--- src/rtl/aes_ctrl_pkg.sv ---
// ============================================================================
// Module     : aes_ctrl_pkg
// Description: Shared types and constants for the AES round sequencer.
//              Holds the state enum, the AES key-length constants and the
//              Nk-to-Nr decode.
// Revision   : 1.0 - initial release
// ============================================================================
`default_nettype none

package aes_ctrl_pkg;

    typedef enum logic [1:0] {
        IDLE  = 2'd0,
        ROUND = 2'd1,
        FINAL = 2'd2,
        DONE  = 2'd3
    } aes_state_t;

    localparam logic [7:0] NK_128 = 8'd4;
    localparam logic [7:0] NK_192 = 8'd6;
    localparam logic [7:0] NK_256 = 8'd8;

    localparam logic [3:0] NR_128 = 4'd10;
    localparam logic [3:0] NR_192 = 4'd12;
    localparam logic [3:0] NR_256 = 4'd14;

    // Unknown key lengths fall back to the longest schedule
    function automatic logic [3:0] nk_to_nr(input logic [7:0] nk);
        if (nk == NK_128)
            return NR_128;
        else if (nk == NK_192)
            return NR_192;
        else
            return NR_256;
    endfunction

endpackage

`default_nettype wire

--- src/rtl/aes_round_counter.sv ---
// ============================================================================
// Module     : aes_round_counter
// Description: Round index register with load/increment/clear, the latched
//              round count Nr and the last-full-round flag.
// Revision   : 1.0 - initial release
// ============================================================================
`default_nettype none

module aes_round_counter
    import aes_ctrl_pkg::*;
#(
    parameter int IDX_W = 4
) (
    input  logic             clk,
    input  logic             reset,
    input  logic             i_load,
    input  logic             i_inc,
    input  logic             i_clear,
    input  logic [7:0]       i_nk,
    output logic [IDX_W-1:0] o_rnd,
    output logic [IDX_W-1:0] o_nr,
    output logic             o_last_full
);

    logic [IDX_W-1:0] r_rnd;
    logic [IDX_W-1:0] r_nr;

    always_ff @(posedge clk) begin
        if (reset) begin
            r_rnd <= '0;
            r_nr  <= IDX_W'(NR_128);
        end else if (i_load) begin
            r_rnd <= IDX_W'(1);
            r_nr  <= IDX_W'(nk_to_nr(i_nk));
        end else if (i_clear) begin
            r_rnd <= '0;
        end else if (i_inc) begin
            r_rnd <= r_rnd + 1'b1;
        end
    end

    assign o_rnd       = r_rnd;
    assign o_nr        = r_nr;
    assign o_last_full = (r_rnd == r_nr - 1'b1);

endmodule

`default_nettype wire

--- src/rtl/aes_round_sequencer.sv ---
// ============================================================================
// Module     : aes_round_sequencer
// Description: Drives a shared combinational AES round datapath over Nr
//              iterations per block (AES-128/192/256) with valid/ready I/O.
//              Optional abort port enabled by defining AES_ABORT_EN.
// Revision   : 1.0 - initial release
// ============================================================================
`default_nettype none

module aes_round_sequencer
    import aes_ctrl_pkg::*;
#(
    parameter int DATA_W = 128,
    parameter int IDX_W  = 4
) (
    input  logic              clk,
    input  logic              reset,
`ifdef AES_ABORT_EN
    input  logic              abort,
`endif
    input  logic [7:0]        nk,
    input  logic              in_valid,
    output logic              in_ready,
    input  logic [DATA_W-1:0] in_block,
    output logic [IDX_W-1:0]  key_idx,
    input  logic [DATA_W-1:0] round_key,
    output logic [DATA_W-1:0] rnd_state,
    output logic              rnd_mix_en,
    input  logic [DATA_W-1:0] rnd_result,
    output logic              out_valid,
    input  logic              out_ready,
    output logic [DATA_W-1:0] out_block,
    output logic              busy
);

    aes_state_t        r_fsm;
    aes_state_t        w_fsm_nxt;
    logic [DATA_W-1:0] r_state;
    logic [DATA_W-1:0] r_out_block;
    logic              r_out_valid;
    logic              w_accept;
    logic              w_run;
    logic              w_final;
    logic              w_abort;
    logic              w_last_full;
    logic [IDX_W-1:0]  w_rnd;
    logic [IDX_W-1:0]  w_nr;

`ifdef AES_ABORT_EN
    // DONE already holds a committed result, so abort only cancels in-flight rounds
    assign w_abort = abort && ((r_fsm == ROUND) || (r_fsm == FINAL));
`else
    assign w_abort = 1'b0;
`endif

    aes_round_counter #(
        .IDX_W (IDX_W)
    ) u_round_counter (
        .clk         (clk),
        .reset       (reset),
        .i_load      (w_accept),
        .i_inc       (w_run),
        .i_clear     (w_abort),
        .i_nk        (nk),
        .o_rnd       (w_rnd),
        .o_nr        (w_nr),
        .o_last_full (w_last_full)
    );

    always_ff @(posedge clk) begin
        if (reset)
            r_fsm <= IDLE;
        else
            r_fsm <= w_fsm_nxt;
    end

    always_comb begin
        w_fsm_nxt  = r_fsm;
        w_accept   = 1'b0;
        w_run      = 1'b0;
        w_final    = 1'b0;
        in_ready   = 1'b0;
        key_idx    = '0;
        rnd_mix_en = 1'b1;
        if (!reset) begin
            case (r_fsm)
                IDLE: begin
                    in_ready = 1'b1;
                    if (in_valid) begin
                        w_accept  = 1'b1;
                        w_fsm_nxt = ROUND;
                    end
                end
                ROUND: begin
                    key_idx = w_rnd;
                    if (w_abort) begin
                        w_fsm_nxt = IDLE;
                    end else begin
                        w_run = 1'b1;
                        if (w_last_full)
                            w_fsm_nxt = FINAL;
                    end
                end
                FINAL: begin
                    key_idx    = w_nr;
                    rnd_mix_en = 1'b0;
                    if (w_abort) begin
                        w_fsm_nxt = IDLE;
                    end else begin
                        w_final   = 1'b1;
                        w_fsm_nxt = DONE;
                    end
                end
                DONE: begin
                    if (out_ready)
                        w_fsm_nxt = IDLE;
                end
                default: w_fsm_nxt = IDLE;
            endcase
        end
    end

    always_ff @(posedge clk) begin
        if (reset) begin
            r_state     <= '0;
            r_out_block <= '0;
            r_out_valid <= 1'b0;
        end else begin
            if (w_accept)
                r_state <= in_block ^ round_key;
            else if (w_run)
                r_state <= rnd_result;
            else if (w_abort)
                r_state <= '0;

            if (w_final) begin
                r_out_block <= rnd_result;
                r_out_valid <= 1'b1;
            end else if ((r_fsm == DONE) && out_ready) begin
                r_out_valid <= 1'b0;
            end
        end
    end

    assign rnd_state = r_state;
    assign out_valid = r_out_valid;
    assign out_block = r_out_block;
    assign busy      = (r_fsm != IDLE) && !reset;

endmodule

`default_nettype wire

--- config.mk ---
export PLATFORM = sky130hd
export DESIGN_NAME = aes_round_sequencer
export DESIGN_NICKNAME = d
export VERILOG_FILES = /design/src/rtl/aes_ctrl_pkg.sv /design/src/rtl/aes_round_counter.sv /design/src/rtl/aes_round_sequencer.sv
export SDC_FILE = /design/constraint.sdc
export NUM_CORES = 1
export LEC_CHECK = 0
export ABC_CLOCK_PERIOD_IN_PS = 2400
export CAP_MARGIN = 10
export CORE_AREA = 2 2 260 262
export DETAILED_ROUTE_END_ITERATION = 10
export DIE_AREA = 0 0 262 264
export GPL_TIMING_DRIVEN = 1
export MAX_ROUTING_LAYER = met4
export SLEW_MARGIN = 20
export SYNTH_ARGS = -nofsm -noshare
export SYNTH_HDL_FRONTEND = slang
export SYNTH_SLANG_ARGS = --single-unit
export TNS_END_PERCENT = 100
--- constraint.sdc ---
create_clock -name clk -period 2.4 [get_ports clk]
set_input_delay 0.48 -clock clk [delete_from_list [all_inputs] [get_ports clk]]
set_output_delay 0.48 -clock clk [all_outputs]
set_load 0.005 [all_outputs]
Yosys cells after proc, flatten, opt, wreduce, memory -nomap -nowiden
Index checks and enable logic that the tools add are counted.
{ "word_totals": {"latch_bits": 0, "in_bits": 396, "mem_bits_rw": 0, "memories": 0, "mem_bits_ro": 0, "ff_bits": 267} }
{ "classes": {"muxes": 25, "n_reduce_logical": 9, "bitwise_logic": 1, "multipliers": 0, "order_cmp": 0, "n_shift": 0, "div_mod_pow": 0, "n_eq_ne": 9, "addsub": 2} }
{ "op_table": {"columns": ["op", "n"], "rows": [
  ["$mux 128", 2],
  ["$xor 128x128->128", 1],
  ["$eq 8x3->1 const B", 2],
  ["$mux 1", 15],
  ["$mux 2", 4],
  ["$mux 4", 2],
  ["$pmux 2 s4", 1],
  ["$pmux 4 s2", 1],
  ["$reduce_bool 2->1", 3],
  ["$add 4x1->4 const B", 1],
  ["$eq 2x2->1 const B", 2],
  ["$eq 4x4->1", 1],
  ["$ne 2x2->1 const B", 2],
  ["$sub 4x1->4 const B", 1],
  ["$reduce_and 3->1", 1],
  ["$eq 2x1->1 const B", 1],
  ["$logic_and 1x1->1", 2],
  ["$logic_not 2->1", 1],
  ["$ne 2x1->1 const B", 1],
  ["$reduce_or 2->1", 1],
  ["$logic_not 1->1", 1]
]} }

Longest topological paths before layout
{ "depth": {"word_depth": 5, "ltp_mapped": 9, "ltp_nobuf": 6} }

Hierarchy
From an unflattened synthesis, not the netlist that was laid out.
{ "unflattened": {"cells_unflattened": 1191, "area_unflattened_um2": 12403.1} }
{ "by_module_without_submodules": {"columns": ["mod", "cells_each", "instances", "area_each_um2"], "rows": [
  ["aes_round_sequencer", 1149, 1, 12061.6],
  ["aes_round_counter", 42, 1, 341.6]
]} }

Worst setup path before layout
No wires, ideal clock.
{ "synth_path": {"kind": "reg-to-output", "start": "reg r_fsm[0]", "end": "out key_idx[1]", "path_buffers": 3, "path_stages_with_launch": 8, "arrival_time_ps": 1349, "slack_ps": 571, "required_ps": 1920, "path_cell_list": "dfxtp_1 inv_1 ha_1 clkbuf_1 buf_2 buf_2 a22oi_1 nor2_1"} }
{ "synth_between": {"elab_chain_len": 3, "word_cells_on_any_way": 4, "classes_between": "2 x eq/ne; 2 x mux"} }
{ "synth_lines": {"columns": ["item", "line_no", "text"], "rows": [
  ["from (decl)", "aes_round_sequencer.sv:36", "aes_state_t r_fsm;"],
  ["from (signal assigned)", "aes_round_sequencer.sv:74", "r_fsm <= w_fsm_nxt;"],
  ["$eq 2x2->1 / $eq 2x1->1 (equally long branches)", "aes_round_sequencer.sv:86", "case (r_fsm)"],
  ["$pmux 4 s2 *", "aes_round_sequencer.sv:86", null],
  ["$mux 4 *", "aes_round_sequencer.sv:85", "if (!reset) begin"],
  ["to (decl)", "aes_round_sequencer.sv:25", "output logic [IDX_W-1:0] key_idx,"]
]} }
Every way passes the cells marked *; elsewhere a longest branch is shown, timed or not.

Worst setup path in the final report
{ "layout_path": {"start": "reg r_fsm[0]", "end": "out key_idx[2]"} }
The elaborated chain is that of the path after synthesis.

==> results.md <==
- Period minus WS final: 2.33 ns
- Register area share after synthesis: 48.7%
- Die Span X: 262 um
- CP endpoint kind: output pin
- Synth Area in Adders: 0.690%
- Wirelength per Cell: 17.3 um
- # diodes: 0
- GR Overflow Total: 0
- Mapped Cells: between 1000 and 1500
- Post-Syn Nets: 1456
- Status: complete, no violations
- CTS Sinks: 265
- Die area: 0.0692 sq mm
- Final core occ: around 30%
- Height of the die: 264 um
- Max-Cap Viols: 0
- Netlist cell types: 34
- Largest net degree at the start of global routing: 138
- DR top layer: met4
- Post-synthesis xor/xnor area fraction: 10.8%
- Starting Density: 16.4%
- Hold-fix buffers at CTS: 0
- Syn Area/Cell: 10.3 sq um
- Met1 Wirelength: 17200 um
- Pwr Total: 0.0176 W
- Post-route DRC violation count: 0
- CP Max Fanout: 4
- Most used flip-flop cell after synthesis: dfxtp_1
- LEAKAGE: 7.01 nW
- Hold crit path type: primary input to register
- Relative slew slack: between 50 and 60%
- Fmax: around 430 MHz
- DR WL met3: 3380 um
- H-tree levels: 2
- CP Launch Type: register
- Routed Antenna Nets: 0
- Final cycle utilization of the critical path: 97.3%
- Ratio of cells with drive above 1 in the final layout: 4.79%
- Max Slew Vio Count: 0
- Worst EP arrival: 1.85 ns
- # IOs: 660
- Post-synth top area cell: dfxtp_1
- Initial antenna violation count: 0
- CTS max path bufs: 3
- Final Setup Violations: 0
- Register bit total from synthesis: 265
- Syn Std Cell Area: 0.0109 sq mm
- DP Wirelength: roughly 33000 um
- Post-synth top area share: approximately 50%
- Setup Skew: ~0.012 ns
- Post-Route WL: 44500 um
- Asr flop ratio synth: 0%
- Number of port buffers: approximately 660
- GPL Wtd Cong: roughly 0.94
- TritonCTS Buffers: 34
- RSZ-0062 raised after global routing: yes
- Simple-Gate Fraction of Synth Area: 9.98%
- Fill cells: slightly below 7000
- Wire length on met2: 22500 um
- Least-Margin Pin Slew: between 0.6 and 0.7 ns
- Final-stage net count: 2076
- Root Buffer: clkbuf_16
- Clock latency on the worst-skew pair: roughly 0.53 ns
- Via density: approximately 4.2
- YS warnings: 0
- Endpoints failing hold: 0
- P per Cell Area: between 900 and 1000 mW/mm^2
- Req. time, crit path: 1.92 ns
- CTS tree: done
- Via Count: 10800
- Initial DRC Count: around 1000
- Worst VDD drop: ~0.46 mV
- Clk slew on worst S/H paths: 0.06 ns
- Number of synthesized flops with an enable pin: 0
- FP Rows: 95
- Mux share of post-synthesis cell area: 11.8%
- Synth top area cells: dfxtp_1 49%, a222oi_1 12%, mux2i_1 12%, xor2_1 11%, nor2_1 9.2%
- Setup TNS: 0 ns
- DRT Pass-1 Iters: 9
- Critical setup path kind: register to output pin
- Largest family of logic cells by synthesized area: compound AO/OA/AOI/OAI gates
- Synth-to-layout area growth: 78.7%
- Vias in the first global route: roughly 11000
- Core box area: 0.0666 sq mm
- Synth Area in Compound Gates: 12.9%
- Total GRT Usage: around 12%
- Global-route wire length before repair: 64800 um
## synth_stat cells (2+ instances only)
master    count
a222oi_1    128
buf_2        34
clkbuf_1     30
a22oi_1       3
nand3_1       2
ha_1          6
nand2_1       3
nor2_1      266
inv_1         7
mux2i_1     128
nand2b_1      2
buf_1         3
a21oi_1       4
buf_4         3
dfxtp_1     265
xor2_1      133
a21o_1        2
buf_6        19
## power by group
group	switching (W)	leakage, nW	internal [W]	total, W
clock network	0.00197	0.559	0.00322	0.00519
logic	0.00296	4.29	0.00364	0.00660
registers	0.000530	2.16	0.00532	0.00585
total	0.00546	7.01	0.0122	0.0176
## metrics by stage
step           setup WS (ns)  instance area, sq um  hold WS (ns)  std cells
2_1_floorplan          0.571                 10900         0.457       1054
3_3_place_gp          0.0943                 18300         0.472       2510
3_5_place_dp          0.0413                 18300         0.481       2510
4_1_cts             -0.00464                 19500         0.228       2565
5_1_grt              -0.0229                 19500         0.237       2565
6_report              0.0652                 19500         0.259       2565
## final timing paths
| path | to | depth (start not counted) | from | slack (ns) |
|---|---|---|---|---|
| worst max register to register | rnd_state[115]$_SDFFE_PP0P_ | 8 | r_fsm[1]$_SDFFE_PP0P_ | 0.29 |
| worst max-delay path | key_idx[2] | 5 | r_fsm[0]$_SDFFE_PP0P_ | 0.07 |
| worst min-delay path | r_fsm[1]$_SDFFE_PP0P_ | 2 | reset | 0.26 |
| worst min register to register | out_block[54]$_SDFFE_PP0P_ | 2 | out_block[54]$_SDFFE_PP0P_ | 0.49 |
## final cells by class
class	instances	area, sq um	area share, %
clock inverter	10	136	0.701
multi-input combinational	693	5080	26.1
inverter	7	26.3	0.135
sequential	265	5310	27.3
clock buffer	44	992	5.10
timing repair buffer	673	6820	35.1
tap	873	1090	5.61
## cell families (layout without fill, tap and decap cells)
kind of cell / count (synthesis) / in the layout
adder cells (fa/ha/maj): 6 / 6
buffers and inverters: 96 / 734
AO/OA/AOI/OAI: 145 / 145
flip-flops: 265 / 265
multiplexers: 128 / 128
AND/OR/NAND/NOR: 280 / 280
XOR/XNOR: 134 / 134
## per-layer routing
layer	up-vias	track usage, %
li1	5046	-
met1	5137	13.7
met2	517	21.8
met3	81	2.27
met4	0	4.89
met5	-	-
## flip-flops by register name (all words and copies together) (netlist names)
register / count
u_round_counter.o_nr: 2
out_block: 128
out_valid: 1
u_round_counter.o_rnd: 4
r_fsm: 2
rnd_state: 128
## critical path: stages (launching register included)
cell and delay [ns]:
dfxtp_2 0.37, inv_1 0.12, ha_4 0.29, nand2b_1 0.14
nor2_2 0.16, clkdlybuf4s15_2 0.25
## cells in the final DEF (no fill, tap or decap), types with 3 or more instances in the layout
cell,instances
clkinv_2,4
a21oi_1,4
bufinv_16,3
nand2_1,3
xor2_1,133
clkbuf_8,5
ha_4,3
inv_1,7
a222oi_1,128
clkbuf_1,3
mux2i_1,128
dfxtp_1,263
dlygate4sd2_1,3
buf_12,10
clkdlybuf4s50_1,651
clkbuf_16,37
ha_1,3
buf_4,4
a22oi_1,3
nor2_1,263
## timing repair
| item | CTS | global route |
|---|---|---|
| endpoints found under the hold margin | 0 | 0 |
| gates resized for setup | 20 | 4 |
| setup endpoints to repair | 7 | 5 |
| gates cloned | 0 | 0 |
| buffers inserted | 1 | 0 |
| pin swaps | 1 | 1 |
Note: power is estimated with default switching activity, not from simulation.
